$ cat src/rtl/fixed_point_mac.sv
// Pipelined signed fixed-point multiply-accumulate unit.
// Computes sum(a_i*b_i) over a vector at full precision with guard bits.
// Rounding and saturation are applied once, when the last term arrives.
// A single global enable freezes every stage while a result is stalled downstream.
module fixed_point_mac #(
    parameter int FIXED_POINT_LENGTH   = 16,
    parameter int FIXED_POINT_POSITION = 10,  // must be >= 2
    parameter int ACC_GUARD_BITS       = 8
) (
    input  logic                          clk_in,
    input  logic                          rst_n_in,
    input  logic                          valid_in,
    output logic                          ready_out,
    input  logic [FIXED_POINT_LENGTH-1:0] fixed_point_1_in,
    input  logic [FIXED_POINT_LENGTH-1:0] fixed_point_2_in,
    input  logic                          last_in,
    input  logic                          round_mode_in,
    output logic [FIXED_POINT_LENGTH-1:0] result_out,
    output logic                          result_valid_out,
    input  logic                          result_ready_in,
    output logic                          saturated_out
);

    localparam int L  = FIXED_POINT_LENGTH;
    localparam int P  = FIXED_POINT_POSITION;
    localparam int PW = 2 * L;                 // product width
    localparam int AW = PW + ACC_GUARD_BITS;   // accumulator width
    localparam int SW = AW + 1 - P;            // rounded and shifted width

    localparam logic signed [AW-1:0] ACC_MAX = {1'b0, {(AW-1){1'b1}}};
    localparam logic signed [AW-1:0] ACC_MIN = {1'b1, {(AW-1){1'b0}}};
    localparam logic signed [L-1:0]  RES_MAX = {1'b0, {(L-1){1'b1}}};
    localparam logic signed [L-1:0]  RES_MIN = {1'b1, {(L-1){1'b0}}};
    localparam logic signed [AW:0]   HALF    = {{(AW+1-P){1'b0}}, 1'b1, {(P-1){1'b0}}};

    // Clamp a one-bit-wider accumulator sum back into the accumulator range.
    function automatic logic signed [AW-1:0] acc_sat(input logic signed [AW:0] s);
        if (s[AW] != s[AW-1]) return s[AW] ? ACC_MIN : ACC_MAX;
        return s[AW-1:0];
    endfunction

    function automatic logic acc_ovf(input logic signed [AW:0] s);
        return s[AW] ^ s[AW-1];
    endfunction

    // Optional half-LSB add, then arithmetic shift out the extra fraction bits.
    function automatic logic signed [SW-1:0] round_shift(input logic signed [AW-1:0] a,
                                                         input logic mode);
        logic signed [AW:0] t;
        t = {a[AW-1], a} + (mode ? HALF : '0);
        return t[AW:P];
    endfunction

    function automatic logic res_clamped(input logic signed [SW-1:0] v);
        return !((&v[SW-1:L-1]) || !(|v[SW-1:L-1]));
    endfunction

    function automatic logic signed [L-1:0] res_sat(input logic signed [SW-1:0] v);
        if (res_clamped(v)) return v[SW-1] ? RES_MIN : RES_MAX;
        return v[L-1:0];
    endfunction

    logic                 adv;
    logic                 vld_p1_q, last_p1_q, mode_p1_q;
    logic signed [L-1:0]  a_p1_q, b_p1_q;
    logic                 vld_p2_q, last_p2_q, mode_p2_q;
    logic signed [PW-1:0] prod_p2_q;
    logic                 vld_p3_q, last_p3_q, mode_p3_q, ovf_p3_q, first_q;
    logic signed [AW-1:0] acc_p3_q, acc_p3_d;
    logic signed [AW:0]   sum_p3;
    logic                 ovf_p3_d;
    logic                 vld_p4_q, ovf_p4_q;
    logic signed [SW-1:0] rnd_p4_q;
    logic signed [L-1:0]  result_q;
    logic                 res_vld_q, sat_q;

    assign adv              = !(res_vld_q && !result_ready_in);
    assign ready_out        = rst_n_in && adv;
    assign result_out       = result_q;
    assign result_valid_out = res_vld_q;
    assign saturated_out    = sat_q;

    // Accumulator next state: restart on the first beat of a vector, clamp instead of wrapping.
    always_comb begin
        sum_p3   = {(first_q ? ACC_MIN[AW-1] & 1'b0 : acc_p3_q[AW-1]), (first_q ? '0 : acc_p3_q)}
                 + {{(AW+1-PW){prod_p2_q[PW-1]}}, prod_p2_q};
        acc_p3_d = acc_sat(sum_p3);
        ovf_p3_d = (first_q ? 1'b0 : ovf_p3_q) | acc_ovf(sum_p3);
    end

    // Data path registers; contents are qualified by the valid bits so they need no reset.
    always_ff @(posedge clk_in) begin
        if (adv) begin
            // S1: capture operands
            a_p1_q    <= fixed_point_1_in;
            b_p1_q    <= fixed_point_2_in;
            last_p1_q <= last_in;
            mode_p1_q <= round_mode_in;
            // S2: full-width signed product
            prod_p2_q <= PW'(a_p1_q) * PW'(b_p1_q);
            last_p2_q <= last_p1_q;
            mode_p2_q <= mode_p1_q;
            // S3: sideband that follows the accumulator
            last_p3_q <= last_p2_q;
            mode_p3_q <= mode_p2_q;
            // S4: round and shift the finished sum
            rnd_p4_q  <= round_shift(acc_p3_q, mode_p3_q);
            ovf_p4_q  <= ovf_p3_q;
        end
    end

    // Control, accumulator and output registers with synchronous active-low reset.
    always_ff @(posedge clk_in) begin
        if (!rst_n_in) begin
            vld_p1_q  <= 1'b0;
            vld_p2_q  <= 1'b0;
            vld_p3_q  <= 1'b0;
            vld_p4_q  <= 1'b0;
            first_q   <= 1'b1;
            acc_p3_q  <= '0;
            ovf_p3_q  <= 1'b0;
            res_vld_q <= 1'b0;
            result_q  <= '0;
            sat_q     <= 1'b0;
        end else if (adv) begin
            vld_p1_q <= valid_in;
            vld_p2_q <= vld_p1_q;
            vld_p3_q <= vld_p2_q;
            if (vld_p2_q) begin
                acc_p3_q <= acc_p3_d;
                ovf_p3_q <= ovf_p3_d;
                first_q  <= last_p2_q;
            end
            vld_p4_q  <= vld_p3_q && last_p3_q;
            res_vld_q <= vld_p4_q;
            if (vld_p4_q) begin
                result_q <= res_sat(rnd_p4_q);
                sat_q    <= res_clamped(rnd_p4_q) | ovf_p4_q;
            end
        end
    end

endmodule

$ cat config.mk
export PLATFORM = sky130hd
export DESIGN_NAME = fixed_point_mac
export DESIGN_NICKNAME = d
export VERILOG_FILES = /design/src/rtl/fixed_point_mac.sv
export SDC_FILE = /design/constraint.sdc
export NUM_CORES = 1
export LEC_CHECK = 0
export CAP_MARGIN = 5
export CORE_MARGIN = 5
export CORE_UTILIZATION = 55
export CTS_CLUSTER_SIZE = 10
export DETAILED_ROUTE_END_ITERATION = 10
export HOLD_SLACK_MARGIN = 0.15
export PLACE_DENSITY = 0.83
export SLEW_MARGIN = 0
export SYNTH_ARGS = -nofsm -noshare
export SYNTH_HDL_FRONTEND = slang
export SYNTH_SLANG_ARGS = --single-unit
export TNS_END_PERCENT = 30
$ cat constraint.sdc
create_clock -name clk_in -period 9.5 [get_ports clk_in]
set_input_delay 1.425 -clock clk_in [delete_from_list [all_inputs] [get_ports clk_in]]
set_output_delay 1.425 -clock clk_in [all_outputs]
set_load 0.005 [all_outputs]
==> summary.md <==
Detailed-route DRC error count: 0. In this run, synthesis produced a sequential element count of 166. The depth of the worst hold-timing path is 0, and the die boundary width is 194 um. The run gives 6 as the first-pass detailed-route iteration total. The tools report the headroom to the max-slew limit as 18.9%. Synthesis produced 1908 cells. The tools report the share of the yosys chip area belonging to registers as 23.4%. The tools report the worst hold slack as 0.434 ns. In the layout the commonest cells are 319 x inv_1, 263 x fa_1, 166 x nand2_1. For this run, the number of Yosys warnings is 0.

Across every metal layer, demand over resource in global routing totals 21.1%. The run gives 0 as the max-slew violation total from the final report. OpenSTA, run right after detailed placement, puts the worst setup slack at 2.78 ns. The first global-routing pass estimated 66100 um of wire. The clock transition at the register clock pins on the worst setup and hold paths after CTS came out at 0.08 ns. Post-CTS repair timing setup buffer count: 0.

The later pin in the worst-skew pair is clocked with a latency of 0.45 ns. The maximum number of pins on one net before global-route repair is 84. The final wirelength is 38800 um, and the average instance area after synthesis is 9.72 um2.

For the initial antenna violation count, the log shows 0. Summed over all nets, the half-perimeter wirelength after detailed placement is 30300 um. For the worst setup path, the data arrival time is 6.93 ns. The final critical path takes up 70.8% of the cycle. Number of fill cells: 2682. The library cell used most frequently in the layout, excluding fill and tap cells, is inv_1. Among all flip-flop cells after synthesis, the most frequent one is edfxtp_1. Max-cap violations in this run came to 0. The number of clock buffers inserted by TritonCTS came out at 17. The net count of the finished layout is 2340.

The floorplan die area came out at 0.0375 mm2. Gates resized during post-CTS repair numbered 0. CTS placed an instance of clkbuf_16 at the clock tree root.

Setup repair after global routing left no endpoint under its margin. The final routed wire length divided by cell count was 16.3 um. In this run, post-CTS hold repair placed 0 buffers.

The worst setup path is captured at a register. The measured slew at the worst slew-check pin works out to 1.22 ns. The clock sink total was 166; the relative area change from synthesis to final layout was 8.10%.

The run gives 0 ns as the sum of negative setup slack. Number of diodes added for antenna fixing: 0. The initial utilization of the core area, before any placement, comes to 55.4%. The highest clock frequency the design can meet was 149 MHz; the slack of the critical path was 2.78 ns.

The run gives 0.0334 mm2 as the placeable core region. The class of the tightest hold or removal check was reg -> reg. Synthesis produced a netlist with a net count of 2332. For this design the top-level I/O count stands at 57.

Dividing the detail-routed via count by the number of cells gives 5.47. The first routing iteration left 763 violations. The vertical extent of the die came out at 194 um. The worst-case clock buffer depth is 2, and the number of cell rows is 67. Counting I/O delays and the setup requirement, the final critical path takes 6.72 ns. Data on the critical path is required at its endpoint by 9.70 ns.

The worst setup path is of the reg -> reg kind. TritonCTS built the clock tree. STA classifies the critical path startpoint as a register. In the final layout, the share of cells above drive strength 1 is 5.18%. For this run, asynchronously set or reset flops after synthesis account for 0%. In this run the worst path has a maximum fanout of 16. Overall via count from detail_route: 13000. The path depth of the worst reg2reg path is 21, and the worst-case clock skew is 0.0141 ns.

By area the synthesized netlist is led by fa_1 28%, edfxtp_1 17%, ha_1 8.3%, dfxtp_1 6.9%, inv_1 6.5%. Setup violations remaining at the end of the flow were counted as 0. The run finished with clean final reports. The overflow left after global routing is 0, and the number of failing hold endpoints at the final stage is 0.

Of all cell types, the one taking the most synthesized area is fa_1. The top cell type by area accounts for 28.4% of the synthesized area. At the end of routability-driven placement, the weighted congestion stood at 0.946.

The count of buffers inserted at the top-level ports was 56; the number of global-route vias before repair was 13700. The detail route stage leaves a number of antenna-violating nets equal to 0. In this run, synthesis inferred 102 flip-flops with an integrated enable.

After synthesis, the netlist uses 64 different library cells. The cell area that synthesis handed to floorplanning was 0.0185 mm2. For the number of levels in the clock H-tree, the log shows 4.
[cell usage after synthesis (6+ instances only)]
cell type and n:
and3_1 15, nor2b_1 49, nand2_1 166, o21ai_0 82
xnor2_1 69, ha_1 123, maj3_2 36, buf_2 12
a211o_1 6, a211oi_1 9, clkbuf_1 59, dfxtp_1 64
nor3_1 9, a21boi_0 8, inv_1 320, o21bai_1 14
nand3_1 25, a21o_1 21, o21a_1 13, and2_1 132
edfxtp_1 102, a31oi_1 7, a21oi_1 129, nand2b_1 15
nor2_1 49, xor2_1 34, nand4_1 13, fa_1 263
[per-stage QoR]
stage	instance area [um2]	instances	util, %
floorplan	18500	1908	-
global placement	19400	2345	58.1
detailed placement	19400	2345	58.1
CTS	20000	2377	59.9
global route	20000	2377	59.9
finish	20000	2377	59.9
[cell families (layout without fill, tap and decap cells)]
family	after synthesis	after routing	synth area share (%)
DFF	166	166	23.4
muxes	2	2	0.108
adders and majority gates	425	425	39.0
AOI/OAI and AO/OA	326	326	10.7
xor gates and xnor gates	103	103	4.87
buffers and inverters	393	414	8.08
and+or+nand+nor	493	493	13.8
[cell type report]
type,instances,area [um2],share of cell area [%]
clock buffer,18,450,2.25
clock inverter,14,155,0.774
inverter,320,1200,6.00
multi-input combinational,1349,12700,63.5
sequential,166,4340,21.7
tap,448,561,2.80
timing repair buffer,62,606,3.02
[final timing paths]
kind | start | endpoint | slack, ns
worst max-delay path | a_p1_q[8] | prod_p2_q[28] | 2.78
worst min-delay path | ovf_p3_q | ovf_p4_q | 0.43
worst max register to register | a_p1_q[8] | prod_p2_q[28] | 2.78
worst min register to register | ovf_p3_q | ovf_p4_q | 0.43
[state kept, by name (all words and copies together) (netlist names), 16 cells and up]
register	flops
result_out	16
a_p1_q	16
prod_p2_q	32
acc_p3_q	40
rnd_p4_q	31
b_p1_q	16
[worst max-delay path, stage by stage, from the launching register on]
cell,delay [ns]
edfxtp_1,0.64
and2_1,0.27
fa_1,0.54
inv_1,0.05
fa_1,0.46
fa_1,0.53
inv_1,0.07
fa_1,0.50
fa_1,0.49
inv_1,0.05
fa_1,0.49
inv_1,0.05
ha_1,0.37
and4_1,0.20
and2_1,0.15
o21ai_0,0.15
o311ai_0,0.26
o31ai_1,0.41
a31oi_1,0.24
a21o_1,0.24
a21bo_2,0.22
xor2_1,0.14
[layer usage]
| layer | track usage, % | vias up | share of wire [%] |
|---|---|---|---|
| met4 | 5.59 | 0 | 1.9 |
| met2 | 35.8 | 360 | 48 |
| met3 | 4.17 | 56 | 5.6 |
| li1 | - | 6162 | - |
| met5 | 0 | - | 0 |
| met1 | 28.1 | 6427 | 45 |
Power is not shown: default switching activity piles up to over one toggle a cycle in this logic, so the estimate is an artifact.
